File: config.mk
export PLATFORM = sky130hd
export DESIGN_NAME = seq_det_sched
export DESIGN_NICKNAME = d
export VERILOG_FILES = /design/src/rtl/seq_det_pkg.sv /design/src/rtl/det001_core.sv /design/src/rtl/seq_det_sched.sv
export SDC_FILE = /design/constraint.sdc
export NUM_CORES = 1
export LEC_CHECK = 0
export ABC_AREA = 1
export CAP_MARGIN = 40
export CELL_PAD_IN_SITES_DETAIL_PLACEMENT = 0
export CELL_PAD_IN_SITES_GLOBAL_PLACEMENT = 1
export CORE_UTILIZATION = 36
export CTS_CLUSTER_SIZE = 25
export DETAILED_ROUTE_END_ITERATION = 12
export PLACE_DENSITY = 0.83
export SETUP_SLACK_MARGIN = 0.3
export SYNTH_ARGS = -nofsm -noshare
export SYNTH_HDL_FRONTEND = slang
export SYNTH_HIERARCHICAL = 1
export SYNTH_SLANG_ARGS = --single-unit
File: constraint.sdc
create_clock -name clk -period 2.49 [get_ports clk]
set_input_delay 0.498 -clock clk [delete_from_list [all_inputs] [get_ports clk]]
set_output_delay 0.498 -clock clk [all_outputs]
set_load 0.005 [all_outputs]
File: src/rtl/seq_det_pkg.sv
// ---------------------------------------------------------------------------
// seq_det_pkg
// Shared definitions for the "001" detector sequencer:
//   sched_state_e : scheduler FSM states (IDLE, CLEAR, SHIFT, DRAIN, RESP)
//   det_state_e   : detector core states (S0 idle, S1 seen 0, S2 seen 00,
//                   S3 seen 001)
//   REQ0 / REQ1   : requester id values carried on rsp_id
// No ports (package).
// ---------------------------------------------------------------------------
package seq_det_pkg;

  typedef enum logic [2:0] {
    IDLE,
    CLEAR,
    SHIFT,
    DRAIN,
    RESP
  } sched_state_e;

  typedef enum logic [1:0] {
    S0,
    S1,
    S2,
    S3
  } det_state_e;

  localparam logic REQ0 = 1'b0;
  localparam logic REQ1 = 1'b1;

endpackage

File: src/rtl/det001_core.sv
// ---------------------------------------------------------------------------
// det001_core
// Serial Moore detector for the pattern "001". det is high for one cycle
// after the bit that completes the pattern has been clocked in.
// Ports:
//   clk   : clock, state updates on rising edge
//   reset : synchronous active-high reset, returns the detector to S0
//   inp   : serial input bit
//   det   : high while in S3 (pattern just seen)
// ---------------------------------------------------------------------------
module det001_core
  import seq_det_pkg::*;
(
  input  logic clk,
  input  logic reset,
  input  logic inp,
  output logic det
);

  det_state_e state_q;
  det_state_e state_d;

  // State register; reset also serves as the per-job clear from the sequencer
  always_ff @(posedge clk) begin
    if (reset) begin
      state_q <= S0;
    end else begin
      state_q <= state_d;
    end
  end

  // Transition table. "001" cannot overlap itself, so from S3 a 0 only
  // counts as the first zero of a fresh pattern.
  always_comb begin
    state_d = state_q;
    case (state_q)
      S0:      state_d = inp ? S0 : S1;
      S1:      state_d = inp ? S0 : S2;
      S2:      state_d = inp ? S3 : S2;
      S3:      state_d = inp ? S0 : S1;
      default: state_d = S0;
    endcase
  end

  assign det = (state_q == S3);

endmodule

File: src/rtl/seq_det_sched.sv
// ---------------------------------------------------------------------------
// seq_det_sched
// Sequencer that shares one "001" detector between two requesters. A word
// is accepted over a valid/ready handshake (round-robin when both ask),
// shifted MSB-first into the detector, hits are counted, and the count is
// returned with the requester id over a response handshake.
// Ports:
//   clk        : clock
//   reset      : synchronous active-high reset, aborts any job in flight
//   req_valid  : per-requester word valid
//   req_data0  : word from requester 0
//   req_data1  : word from requester 1
//   req_ready  : one-hot acceptance, only ever high in IDLE
//   rsp_valid  : result available (RESP state)
//   rsp_ready  : consumer takes the result
//   rsp_id     : requester owning the result
//   rsp_count  : number of "001" occurrences in the word
//   busy       : high in every state except IDLE
// ---------------------------------------------------------------------------
module seq_det_sched
  import seq_det_pkg::*;
#(
  parameter  int WIDTH = 8,
  localparam int CW    = $clog2(WIDTH + 1)
) (
  input  logic             clk,
  input  logic             reset,
  input  logic [1:0]       req_valid,
  input  logic [WIDTH-1:0] req_data0,
  input  logic [WIDTH-1:0] req_data1,
  output logic [1:0]       req_ready,
  output logic             rsp_valid,
  input  logic             rsp_ready,
  output logic             rsp_id,
  output logic [CW-1:0]    rsp_count,
  output logic             busy
);

  localparam int BW = $clog2(WIDTH);

  sched_state_e     state_q, state_d;
  logic             rr_q, rr_d;
  logic [WIDTH-1:0] shreg_q, shreg_d;
  logic             id_q, id_d;
  logic [CW-1:0]    cnt_q, cnt_d;
  logic [BW-1:0]    bitcnt_q, bitcnt_d;

  logic grant_vld;
  logic grant_id;
  logic clear;
  logic det_in;
  logic det;

  // The detector is cleared by system reset and by the one-cycle CLEAR
  // strobe, so every job starts from S0 regardless of the previous word.
  det001_core u_det (
    .clk   (clk),
    .reset (reset | clear),
    .inp   (det_in),
    .det   (det)
  );

  // Grant selection: a lone requester always wins, a tie goes to the
  // requester named by the round-robin pointer.
  always_comb begin
    grant_vld = |req_valid;
    case (req_valid)
      2'b01:   grant_id = REQ0;
      2'b10:   grant_id = REQ1;
      2'b11:   grant_id = rr_q;
      default: grant_id = REQ0;
    endcase
  end

  // Job register bank; reset discards any job in flight
  always_ff @(posedge clk) begin
    if (reset) begin
      state_q  <= IDLE;
      rr_q     <= REQ0;
      shreg_q  <= '0;
      id_q     <= REQ0;
      cnt_q    <= '0;
      bitcnt_q <= '0;
    end else begin
      state_q  <= state_d;
      rr_q     <= rr_d;
      shreg_q  <= shreg_d;
      id_q     <= id_d;
      cnt_q    <= cnt_d;
      bitcnt_q <= bitcnt_d;
    end
  end

  // Next-state and output logic. det is a Moore output that lags its bit by
  // one cycle, so counting runs through SHIFT and the extra DRAIN cycle;
  // the first SHIFT cycle sees det=0 because CLEAR just reset the detector.
  always_comb begin
    state_d   = state_q;
    rr_d      = rr_q;
    shreg_d   = shreg_q;
    id_d      = id_q;
    cnt_d     = cnt_q;
    bitcnt_d  = bitcnt_q;
    req_ready = 2'b00;
    rsp_valid = 1'b0;
    clear     = 1'b0;
    det_in    = 1'b0;

    case (state_q)
      IDLE: begin
        if (grant_vld && !reset) begin
          req_ready = grant_id ? 2'b10 : 2'b01;
          shreg_d   = grant_id ? req_data1 : req_data0;
          id_d      = grant_id;
          cnt_d     = '0;
          bitcnt_d  = '0;
          state_d   = CLEAR;
        end
      end

      CLEAR: begin
        clear   = 1'b1;
        state_d = SHIFT;
      end

      SHIFT: begin
        det_in   = shreg_q[WIDTH-1];
        shreg_d  = {shreg_q[WIDTH-2:0], 1'b0};
        bitcnt_d = bitcnt_q + BW'(1);
        if (det) begin
          cnt_d = cnt_q + CW'(1);
        end
        if (bitcnt_q == BW'(WIDTH - 1)) begin
          state_d = DRAIN;
        end
      end

      DRAIN: begin
        det_in = 1'b0;
        if (det) begin
          cnt_d = cnt_q + CW'(1);
        end
        state_d = RESP;
      end

      RESP: begin
        rsp_valid = 1'b1;
        if (rsp_ready) begin
          rr_d    = ~id_q;
          state_d = IDLE;
        end
      end

      default: state_d = IDLE;
    endcase
  end

  assign rsp_id    = id_q;
  assign rsp_count = cnt_q;
  assign busy      = (state_q != IDLE);

endmodule

==> metrics.cfg <==
[route]
ant_nets=0
dr.pass1.iters=4
avgViaCountPerCell=4.57
detail_route.wl_per_cell_microns=10.7
vias=1230
drtIter0Drc=66
drc=0
routed_wirelength_microns=2890

[sta]
tns_ns=0
fin_worst_skew_ns=0.00701
setup_violations=0
rsz0062_at_grt=no
slew_headroom_pct=77.6
hold_viol=0
slew_viol_final=0
final.period_utilization_pct=85.2
fmax_ghz=0.471
hold_slack_ns=0.466
worstMarginPinSlew_ns=0.335
fin_crit_ns=2.12

[setup_path]
required_ns=1.99
critPathLaunchType=input port
critical_path.endpoint_type=output pin
critical_path_arrival_ns=1.62
max_stage_delay_ns=0.49
crit_buf_inv=2
crit_fanout=4
crit_slowest_cell=clkdlybuf4s50_1
crit_family=buffers and inverters
path_class=in2out
cp_cell_sequence=clkdlybuf4s50_1 > nor2_1 > nor2_2 > nand2_4 > a21oi_2 > dlygate4sd2_1

[synthesis]
synth_seq_area_share_pct=35.1
ys_types=23
syn_nets=212
avgSynthCellArea_sq_um=6.78
ys_seq_elements=22
yosysWarnings=6
syn_inst=185
synth_area_sq_mm=0.00125

[flow_run]
cap_violations=0

[place]
port_buffers=29
place_area_sq_mm=0.00164
hpwlAfterDp_microns=2200
gp_congestion=0.790

[die]
initial_core_util_pct=37.6
die_area_sq_mm=0.00373
io_pins=30
core-area_sq_mm=0.00334
die_w_microns=61.0
rows=21
fp.dieH_microns=61.0

[cts]
htree_levels=1
clk_latency_ns=0.32
clock_sinks=22
clk_path_buf_depth=2
cts_tree=done
cts-root-buf=clkbuf_4
numCtsBuffers=3
ctsHoldBuffers=0
postCtsSetupRepairBufs=0
cts.clk_slew.worst_paths_ns=0.12

[power_and_ir_drop]
p_leak_nw=0.802
peakVddDrop_v=0.000254
p_per_area_mw_per_mm2=641

[global_routing]
grt_pass1_vias=1181
grt_first_pass_wirelength_microns=4690
grt_max_degree=14
antenna_found_initial=0
grt_use_total_pct=16.9
overflow=0

[finish]
diodes=0
syn_to_final_growth_pct=35.7
nets=251
fill_cells=366
layout-drive-gt1-share_pct=16.1
final_area_sq_mm=0.00170

[status]
outcome=finished, final reports clean

[worst_hold_path]
holdCritPathClass=reg2reg

[metrics by stage]
| stage | std cells | util, % | power (W) | setup slack (ns) |
|---|---|---|---|---|
| 6_report | 269 | 51.0 | 0.00109 | 0.367 |
| 3_3_place_gp | 265 | 49.2 | 0.000809 | 0.0314 |
| 3_5_place_dp | 265 | 49.2 | 0.000822 | 0.0233 |
| 2_1_floorplan | 185 | - | 0.000686 | 0.860 |
| 5_1_grt | 269 | 51.0 | 0.00117 | 0.305 |
| 4_1_cts | 269 | 50.9 | 0.00110 | 0.350 |
[logic make-up (layout without fill, tap and decap cells)]
group | Yosys count | after routing | share of synthesized area [%]
xor+xnor | 1 | 1 | 0.698
simple gates | 108 | 108 | 40.3
buf+inv | 29 | 67 | 9.77
fa+ha+maj | 6 | 6 | 5.98
flops | 22 | 22 | 35.1
compound gates | 19 | 19 | 8.18
[metal layers]
metal  GRT usage (%)  part of all wire (%)
met1            19.9                    46
met2            30.3                    49
met3            2.73                   3.4
met4            6.82                   2.0
met5               0                     0
[registers in the layout, indices dropped and copies added (netlist names)]
name,count
rr_q,1
state_q,3
bitcnt_q,3
shreg_q,8
u_det/state_q,2
rsp_count,4
rsp_id,1
[tightest hold or removal path, stage by stage, from the launching register on]
cell and delay [ns]:
dfxtp_1 0.33, inv_1 0.06, a21oi_1 0.05
[synth_stat cells]
| master | number | area, sq um |
|---|---|---|
| a21oi_1 | 11 | 55.1 |
| a21oi_2 | 2 | 17.5 |
| buf_2 | 2 | 10.0 |
| buf_4 | 1 | 7.51 |
| buf_6 | 1 | 11.3 |
| clkinv_1 | 1 | 3.75 |
| dfxtp_1 | 22 | 440 |
| ha_1 | 6 | 75.1 |
| inv_1 | 19 | 71.3 |
| inv_2 | 5 | 18.8 |
| nand2_1 | 58 | 218 |
| nand2_2 | 3 | 18.8 |
| nand2_4 | 4 | 45.0 |
| nand3_1 | 23 | 115 |
| nand3_2 | 2 | 20.0 |
| nor2_1 | 11 | 41.3 |
| nor2_2 | 3 | 18.8 |
| nor2_4 | 1 | 11.3 |
| nor3_1 | 1 | 5.00 |
| nor4_1 | 1 | 6.26 |
| o21ai_0 | 6 | 30.0 |
| or2_1 | 1 | 6.26 |
| xnor2_1 | 1 | 8.76 |
[area by class of cell]
type / instances / area, sq um / share of cell area (%)
Multi-Input combinational cell: 134 / 703 / 41.3
Sequential cell: 22 / 440 / 25.9
Timing Repair Buffer: 38 / 355 / 20.9
Inverter: 25 / 93.8 / 5.51
Tap cell: 46 / 57.6 / 3.38
Clock inverter: 1 / 30.0 / 1.76
Clock buffer: 3 / 22.5 / 1.32
[cell usage in the layout (no fill, tap or decap), drive strengths merged]
cell type      instances
a21oi                 13
clkdlybuf4s50         27
dfxtp                 22
clkbuf                 3
xnor2                  1
nor3                   1
dlygate4sd2            2
nor2                  15
ha                     6
bufinv                 1
nand3                 25
inv                   24
or2                    1
nand2                 65
clkinv                 1
buf                    9
nor4                   1
o21ai                  6
[report_power, final]
group / internal [W] / leakage (nW) / switching, W
clock: 0.000163 / 0.0279 / 0.000118
sequential: 0.000400 / 0.179 / 0.0000372
combinational: 0.000165 / 0.594 / 0.000210
total: 0.000727 / 0.802 / 0.000365
[worst paths after layout]
check                      end    startpoint  cells past startpoint  slack (ns)
hold / removal    rsp_count[3]  rsp_count[3]                      2        0.47
setup reg to reg    shreg_q[3]    state_q[1]                      8        1.11
hold reg to reg   rsp_count[3]  rsp_count[3]                      2        0.47
setup / recovery  req_ready[0]  req_valid[1]                      6        0.37
[timing repair]
item	4_1_cts	5_1_grt
resized for setup	4	1
pin swaps	1	1
endpoints found under the setup margin	2	2
Note: power is estimated with default switching activity, not from simulation.
